$ cat config.mk
export PLATFORM = sky130hd
export DESIGN_NAME = seg_scan_driver
export DESIGN_NICKNAME = d
export VERILOG_FILES = /design/src/rtl/seg_scan_driver.sv
export SDC_FILE = /design/constraint.sdc
export NUM_CORES = 1
export LEC_CHECK = 0
export ABC_AREA = 1
export CAP_MARGIN = 20
export CORE_ASPECT_RATIO = 1.5
export CORE_MARGIN = 1.5
export CORE_UTILIZATION = 50
export CTS_CLUSTER_DIAMETER = 80
export CTS_CLUSTER_SIZE = 16
export DETAILED_ROUTE_END_ITERATION = 8
export PLACE_DENSITY = 0.77
export SYNTH_ARGS = -nofsm -noshare
export SYNTH_HDL_FRONTEND = slang
export SYNTH_SLANG_ARGS = --single-unit
$ cat constraint.sdc
create_clock -name clk_i -period 2.4 [get_ports clk_i]
set_input_delay 0.36 -clock clk_i [delete_from_list [all_inputs] [get_ports clk_i]]
set_output_delay 0.36 -clock clk_i [all_outputs]
set_load 0.005 [all_outputs]
$ cat src/rtl/seg_scan_driver.sv
// Time-multiplexed seven-segment driver: shadowed nibbles/masks, per-digit slots with
// a dark gap at the start of each slot, active-low digit enables and segments.
`timescale 1ns/1ps
module seg_scan_driver #(
  parameter int NUM_DIGITS = 8,
  parameter int SCAN_DIV   = 100000,
  parameter int GAP_CYC    = 1000,
  parameter int HEX_EN     = 1
) (
  input  logic                    clk_i,
  input  logic                    rst_i,
  input  logic                    load_i,
  input  logic [4*NUM_DIGITS-1:0] value_i,
  input  logic [NUM_DIGITS-1:0]   dp_mask_i,
  input  logic [NUM_DIGITS-1:0]   blank_mask_i,
  input  logic                    lz_en_i,
  output logic [NUM_DIGITS-1:0]   dig_o,
  output logic [7:0]              seg_o,
  output logic                    frame_tick_o
);

  localparam int CW = (SCAN_DIV > 1) ? $clog2(SCAN_DIV) : 1;
  localparam int IW = (NUM_DIGITS > 1) ? $clog2(NUM_DIGITS) : 1;
  localparam logic [CW-1:0] CNT_LAST = CW'(SCAN_DIV - 1);
  localparam logic [IW-1:0] IDX_LAST = IW'(NUM_DIGITS - 1);

  typedef enum logic {
    ST_GAP = 1'b0,
    ST_ON  = 1'b1
  } state_t;

  state_t                  state_q, state_d;
  logic [CW-1:0]           cnt_q, cnt_d;
  logic [IW-1:0]           idx_q, idx_d;
  logic                    tick_q, tick_d;
  logic [4*NUM_DIGITS-1:0] value_q;
  logic [NUM_DIGITS-1:0]   dp_q, blank_q;
  logic [NUM_DIGITS-1:0]   dig_q, dig_d;
  logic [7:0]              seg_q, seg_d;

  logic                    cnt_wrap;
  logic                    in_gap_d;
  logic [3:0]              nib;
  logic                    dp_sel, blank_sel, lz_upper, suppress;
  logic [NUM_DIGITS-1:0]   dig_sel;
  logic [7:0]              pat;

  function automatic logic [6:0] decode(input logic [3:0] n);
    logic [7:0] p;
    case (n)
      4'h0: p = 8'hC0;
      4'h1: p = 8'hF9;
      4'h2: p = 8'hA4;
      4'h3: p = 8'hB0;
      4'h4: p = 8'h99;
      4'h5: p = 8'h92;
      4'h6: p = 8'h82;
      4'h7: p = 8'hF8;
      4'h8: p = 8'h80;
      4'h9: p = 8'h90;
      4'hA: p = 8'h88;
      4'hB: p = 8'h83;
      4'hC: p = 8'hC6;
      4'hD: p = 8'hA1;
      4'hE: p = 8'h86;
      default: p = 8'h8E;
    endcase
    if (HEX_EN == 0 && n > 4'h9) p = 8'hFF;
    return p[6:0];
  endfunction

  always_comb begin
    cnt_wrap = (cnt_q == CNT_LAST);
    cnt_d    = cnt_wrap ? '0 : cnt_q + 1'b1;
    idx_d    = idx_q;
    if (cnt_wrap) idx_d = (idx_q == IDX_LAST) ? '0 : idx_q + 1'b1;
    tick_d   = cnt_wrap && (idx_q == IDX_LAST);
  end

  generate
    if (GAP_CYC == 0) begin : g_no_gap
      assign in_gap_d = 1'b0;
    end else begin : g_gap
      assign in_gap_d = (cnt_d < CW'(GAP_CYC));
    end
  endgenerate

  // Pattern is evaluated for the digit about to be lit, i.e. the next-cycle index.
  always_comb begin
    nib       = 4'h0;
    dp_sel    = 1'b0;
    blank_sel = 1'b0;
    lz_upper  = 1'b1;
    dig_sel   = '1;
    for (int i = 0; i < NUM_DIGITS; i++) begin
      if (idx_d == IW'(i)) begin
        nib       = value_q[4*i +: 4];
        dp_sel    = dp_q[i];
        blank_sel = blank_q[i];
        dig_sel[i] = 1'b0;
      end
      if (IW'(i) >= idx_d && value_q[4*i +: 4] != 4'h0) lz_upper = 1'b0;
    end
    suppress = lz_en_i && (idx_d != '0) && lz_upper;
    if (blank_sel)     pat = 8'hFF;
    else if (suppress) pat = {~dp_sel, 7'h7F};
    else               pat = {~dp_sel, decode(nib)};
  end

  always_comb begin
    state_d = state_q;
    dig_d   = dig_q;
    seg_d   = seg_q;
    case (state_q)
      ST_GAP: begin
        if (!in_gap_d) begin
          state_d = ST_ON;
          dig_d   = dig_sel;
          seg_d   = pat;
        end
      end
      ST_ON: begin
        if (in_gap_d) begin
          state_d = ST_GAP;
          dig_d   = '1;
          seg_d   = 8'hFF;
        end else if (cnt_d == '0) begin
          // gapless scan: switch straight to the next digit at the slot boundary
          dig_d = dig_sel;
          seg_d = pat;
        end
      end
      default: begin
        state_d = ST_GAP;
        dig_d   = '1;
        seg_d   = 8'hFF;
      end
    endcase
  end

  always_ff @(posedge clk_i or posedge rst_i) begin
    if (rst_i) begin
      state_q <= ST_GAP;
      cnt_q   <= '0;
      idx_q   <= '0;
      tick_q  <= 1'b0;
      dig_q   <= '1;
      seg_q   <= 8'hFF;
    end else begin
      state_q <= state_d;
      cnt_q   <= cnt_d;
      idx_q   <= idx_d;
      tick_q  <= tick_d;
      dig_q   <= dig_d;
      seg_q   <= seg_d;
    end
  end

  always_ff @(posedge clk_i or posedge rst_i) begin
    if (rst_i) begin
      value_q <= '0;
      dp_q    <= '0;
      blank_q <= '0;
    end else if (load_i) begin
      value_q <= value_i;
      dp_q    <= dp_mask_i;
      blank_q <= blank_mask_i;
    end
  end

  assign dig_o        = dig_q;
  assign seg_o        = seg_q;
  assign frame_tick_o = tick_q;

endmodule

==> summary.txt, run 1 <==
Clock tree
  • Clk root buf: clkbuf_16
  • Clk_lat worst skew: 0.34 ns
  • Clock transition at path regs: 0.06 ns
  • Clock net sink count: 86
  • CTS tree: done
  • Longest Clk Path Bufs: 2
  • H-tree Lvls: 3
  • CTS Hold Buffers Added: 0
  • TritonCTS Buffers: 9

STA
  • Crit path time final: 2.69 ns
  • Hold slack final: 0.326 ns
  • Worst slew pin tran: 0.456 ns
  • Setup ws final: -0.285 ns
  • Max Slew Vio Count: 0
  • Slew headroom: 0.696
  • Max Fclk: 372 MHz
  • Final hold vios: 0
  • Final period util: 1.12
  • RSZ-0062 raised after global routing: true
  • Setup Viol. Count Final: 15
  • Worst clock skew: 0.00640 ns

Global route
  • Gr busiest metal: met2
  • GR Util met3: 0.0364
  • Gr ovfl total: 0
  • Met2 Use GR: 0.509
  • Vias in the first global route: 5008
  • First-pass GRT wire length: 24000 microns
  • M1 GR Usage: 0.343
  • Gr usage total: 0.290
  • Largest net degree at the start of global routing: 87
  • Initial antenna violation count: 0

Floorplanning
  • Core box area: 9630 sq um
  • Die Y: 125 microns
  • Initial core utilization: 0.511
  • Die area: 10500 sq um
  • Cell Rows: 44
  • IO Pins: 69
  • Die X: 84.1 microns

Placement
  • RD Place Congestion: 0.941
  • Count of input and output buffers: 68
  • Dpl ws: -0.308 ns
  • DP HPWL: 10900 microns

Yosys
  • Synth warn: 0
  • Simple-Gate Fraction of Synth Area: 0.322
  • Sequential cell area fraction in the yosys report: 0.441
  • Synth unique cells: 35
  • Synth Area in Adders: 0.0254
  • Post-synth top flop: dfrtp_1
  • Post-synth top area cell: dfrtp_1
  • Top cell type's share of synthesized area: 0.356
  • Synth Instances: 620
  • Largest family of logic cells by synthesized area: simple AND/OR/NAND/NOR gates
  • Post-synthesis average cell area: 7.95 sq um
  • Count of flip-flops with a built-in enable after synthesis: 0
  • Mux share of post-synthesis cell area: 0.0594
  • Synth Area in Compound Gates: 0.0648
  • Xor/xnor share of the synthesized area: 0.00889
  • Mapped Nets: 682
  • Seq cells post-synth: 86
  • Most frequent cells after synthesis: nand2_1, inv_1, nor2_1
  • Mapped cell area: 4930 sq um
  • Largest cells by area after synthesis: dfrtp_1, nand2_1, dfstp_2
  • Most numerous cell in the Yosys netlist: nand2_1
  • Ys async rst share: 1.00

Worst setup path
  • Slowest stage delay, CP: 0.41 ns
  • Cell Chain, Critical Path: or2_1 -> nor2_4 -> buf_6 -> nand4_1 -> nand2_4 -> buf_6 -> nor2_4 -> nand2_2 -> inv_2 -> nand2_1 -> nand4_1 -> nor2_4 -> ha_2 -> nand3_2 -> nand2_1 -> nand2_1 -> nand3_2 -> nand2_1 -> inv_1
  • WS Path Type: reg -> reg
  • Worst Path Max Fanout: 5
  • Worst R2R Setup Slack: -0.29 ns
  • Worst Setup End Kind: flip-flop
  • Worst R2R End: seg_o[3]
  • Crit-path slowest cell: dfrtp_1
  • Worst R2R Start: cnt_q[5]
  • Startpoint Class: flip-flop
  • Most used cell, CP: nand2_1
  • CP arrival: 2.97 ns
  • Reg2reg path depth: 19
  • CP required: 2.68 ns

Hold path
  • Worst hold path class: in -> reg
  • Hold path startpoint: load_i
  • Hold depth: 2
  • Worst Hold Path EP: value_q[13]

Layout
  • Area added between synthesis and finish: 56.0%
  • Fillers: 633
  • Layout cell share with drive strength beyond 1: 0.438
  • Nets@finish: 875
  • # diodes: 0
  • Multi-input gate area: 2940 sq um
  • Reg area: 2170 sq um

Run status
  • Status: finished with violations
  • Failing checks: negative setup slack

Routing
  • First DRT Iteration DRCs: 218
  • Residual DRC count: 0
  • Wire per inst: 16.1 microns
  • Post-DRT Antenna Nets: 0
  • Via count: 4849
  • 1st-pass router iterations: 5
  • Drt total wl: 15000 microns
  • Avg Vias per Cell: 5.20

Power
  • Worst vdd ir: 0.000430 V
  • Pint: 2.75 mW
  • Power per standard cell area: 467 nW/um^2
  • Comb power frac: 0.121
  • Switching Share: 0.236
  • Clock power frac: 0.438
  • P_sw: 848 uW
  • Sequential power share: 0.441
  • P_leak: 3.67 nW

Job
  • Max Cap Violations: 0
-- power by group through the flow --
stage	sequential [mW]	combinational [mW]	clock (mW)
floorplan	1.58	0.220	0
global placement	1.60	0.382	0
detailed placement	1.60	0.388	0
CTS	1.58	0.418	1.59
global route	1.59	0.481	1.65
finish	1.58	0.434	1.57
-- kinds of logic (layout without fill, tap and decap cells) --
group | count (synthesis) | count (layout)
AOI/OAI and AO/OA | 59 | 59
adders and majority gates | 10 | 10
buffers and inverters | 102 | 299
muxes | 26 | 26
DFF | 86 | 86
xor gates and xnor gates | 5 | 5
and+or+nand+nor | 332 | 333
-- flip-flops by register name (all words and copies together), names as in the netlist --
| register | flops |
|---|---|
| blank_q | 8 |
| cnt_q | 17 |
| dig_o | 8 |
| dp_q | 8 |
| frame_tick_o | 1 |
| idx_q | 3 |
| seg_o | 8 |
| state_q | 1 |
| value_q | 32 |
-- area by class of cell --
type | count | area share
Tap cell | 115 | 0.0187
Multi-Input combinational cell | 433 | 0.383
Clock inverter | 4 | 0.0101
Inverter | 92 | 0.0474
Timing Repair Buffer | 191 | 0.224
Clock buffer | 12 | 0.0347
Sequential cell | 86 | 0.283
-- critical path, delay by kind of cell, from the launching register on --
family / cells / cell delay (ns)
simple gates: 14 / 1.66
flops: 1 / 0.41
buf+inv: 4 / 0.33
fa+ha+maj: 1 / 0.23
-- worst max path at each step --
stage                     startpoint        to  slack (ns)
after global routing        cnt_q[5]  seg_o[3]       -0.49
after detailed placement    cnt_q[1]  seg_o[3]       -0.31
after CTS                   cnt_q[0]  seg_o[3]       -0.19
after floorplan             cnt_q[0]  seg_o[0]       -0.11
final                       cnt_q[5]  seg_o[3]       -0.29
after global placement      cnt_q[6]  seg_o[0]       -0.25
-- metal layers --
metal  share of wire  wire, microns  up-vias
li1                -              -     2357
met2            0.54           8050      113
met3           0.023            343       43
met5               0              0        -
met4           0.047            702        0
met1            0.40           5940     2336
-- layout by cell type, fill, tap and decap left out, types with 3 or more instances in the layout --
cell	netlist	final
a21oi_1	11	5
a21oi_2	0	5
buf_12	0	4
buf_4	0	105
buf_6	0	12
clkbuf_16	0	10
clkbuf_8	0	3
clkdlybuf4s50_1	0	67
dfrtp_1	70	69
dfstp_2	16	16
ha_2	0	6
ha_4	0	4
inv_1	75	68
inv_2	15	18
inv_4	1	3
mux2_2	26	26
nand2_1	147	116
nand2_2	16	36
nand2_4	7	17
nand3_1	40	19
nand3_2	7	23
nand3_4	0	5
nand4_1	18	18
nor2_1	72	46
nor2_2	5	20
nor2_4	6	17
nor4_1	3	3
o21ai_0	38	30
o21ai_1	5	5
o21ai_2	0	8
xor2_1	5	4
-- metrics by stage --
| stage | instance area [sq um] | utilization | cells | power [mW] | TNS, ns |
|---|---|---|---|---|---|
| after floorplan | 4970 | - | 620 | 1.80 | -0.325 |
| after global placement | 6530 | 0.678 | 890 | 1.98 | -1.65 |
| after detailed placement | 6530 | 0.678 | 890 | 1.99 | -2.21 |
| after CTS | 7290 | 0.756 | 922 | 3.59 | -1.17 |
| after global routing | 7690 | 0.798 | 933 | 3.73 | -4.43 |
| final | 7690 | 0.798 | 933 | 3.59 | -2.08 |
-- what timing repair did --
action | CTS | global route
setup buffers | 15 | 11
resized for setup | 77 | 84
gates cloned | 1 | 1
pin swaps | 46 | 53
endpoints found under the setup margin | 15 | 16
(Power assumes the default switching activity.)
==> inputs of run 2 (changes only) <==
Settings changed: GPL_ROUTABILITY_DRIVEN set to 1.
==> results of run 2 <==
Same layout as run 1: the final DEF is identical, and so are final timing and power.
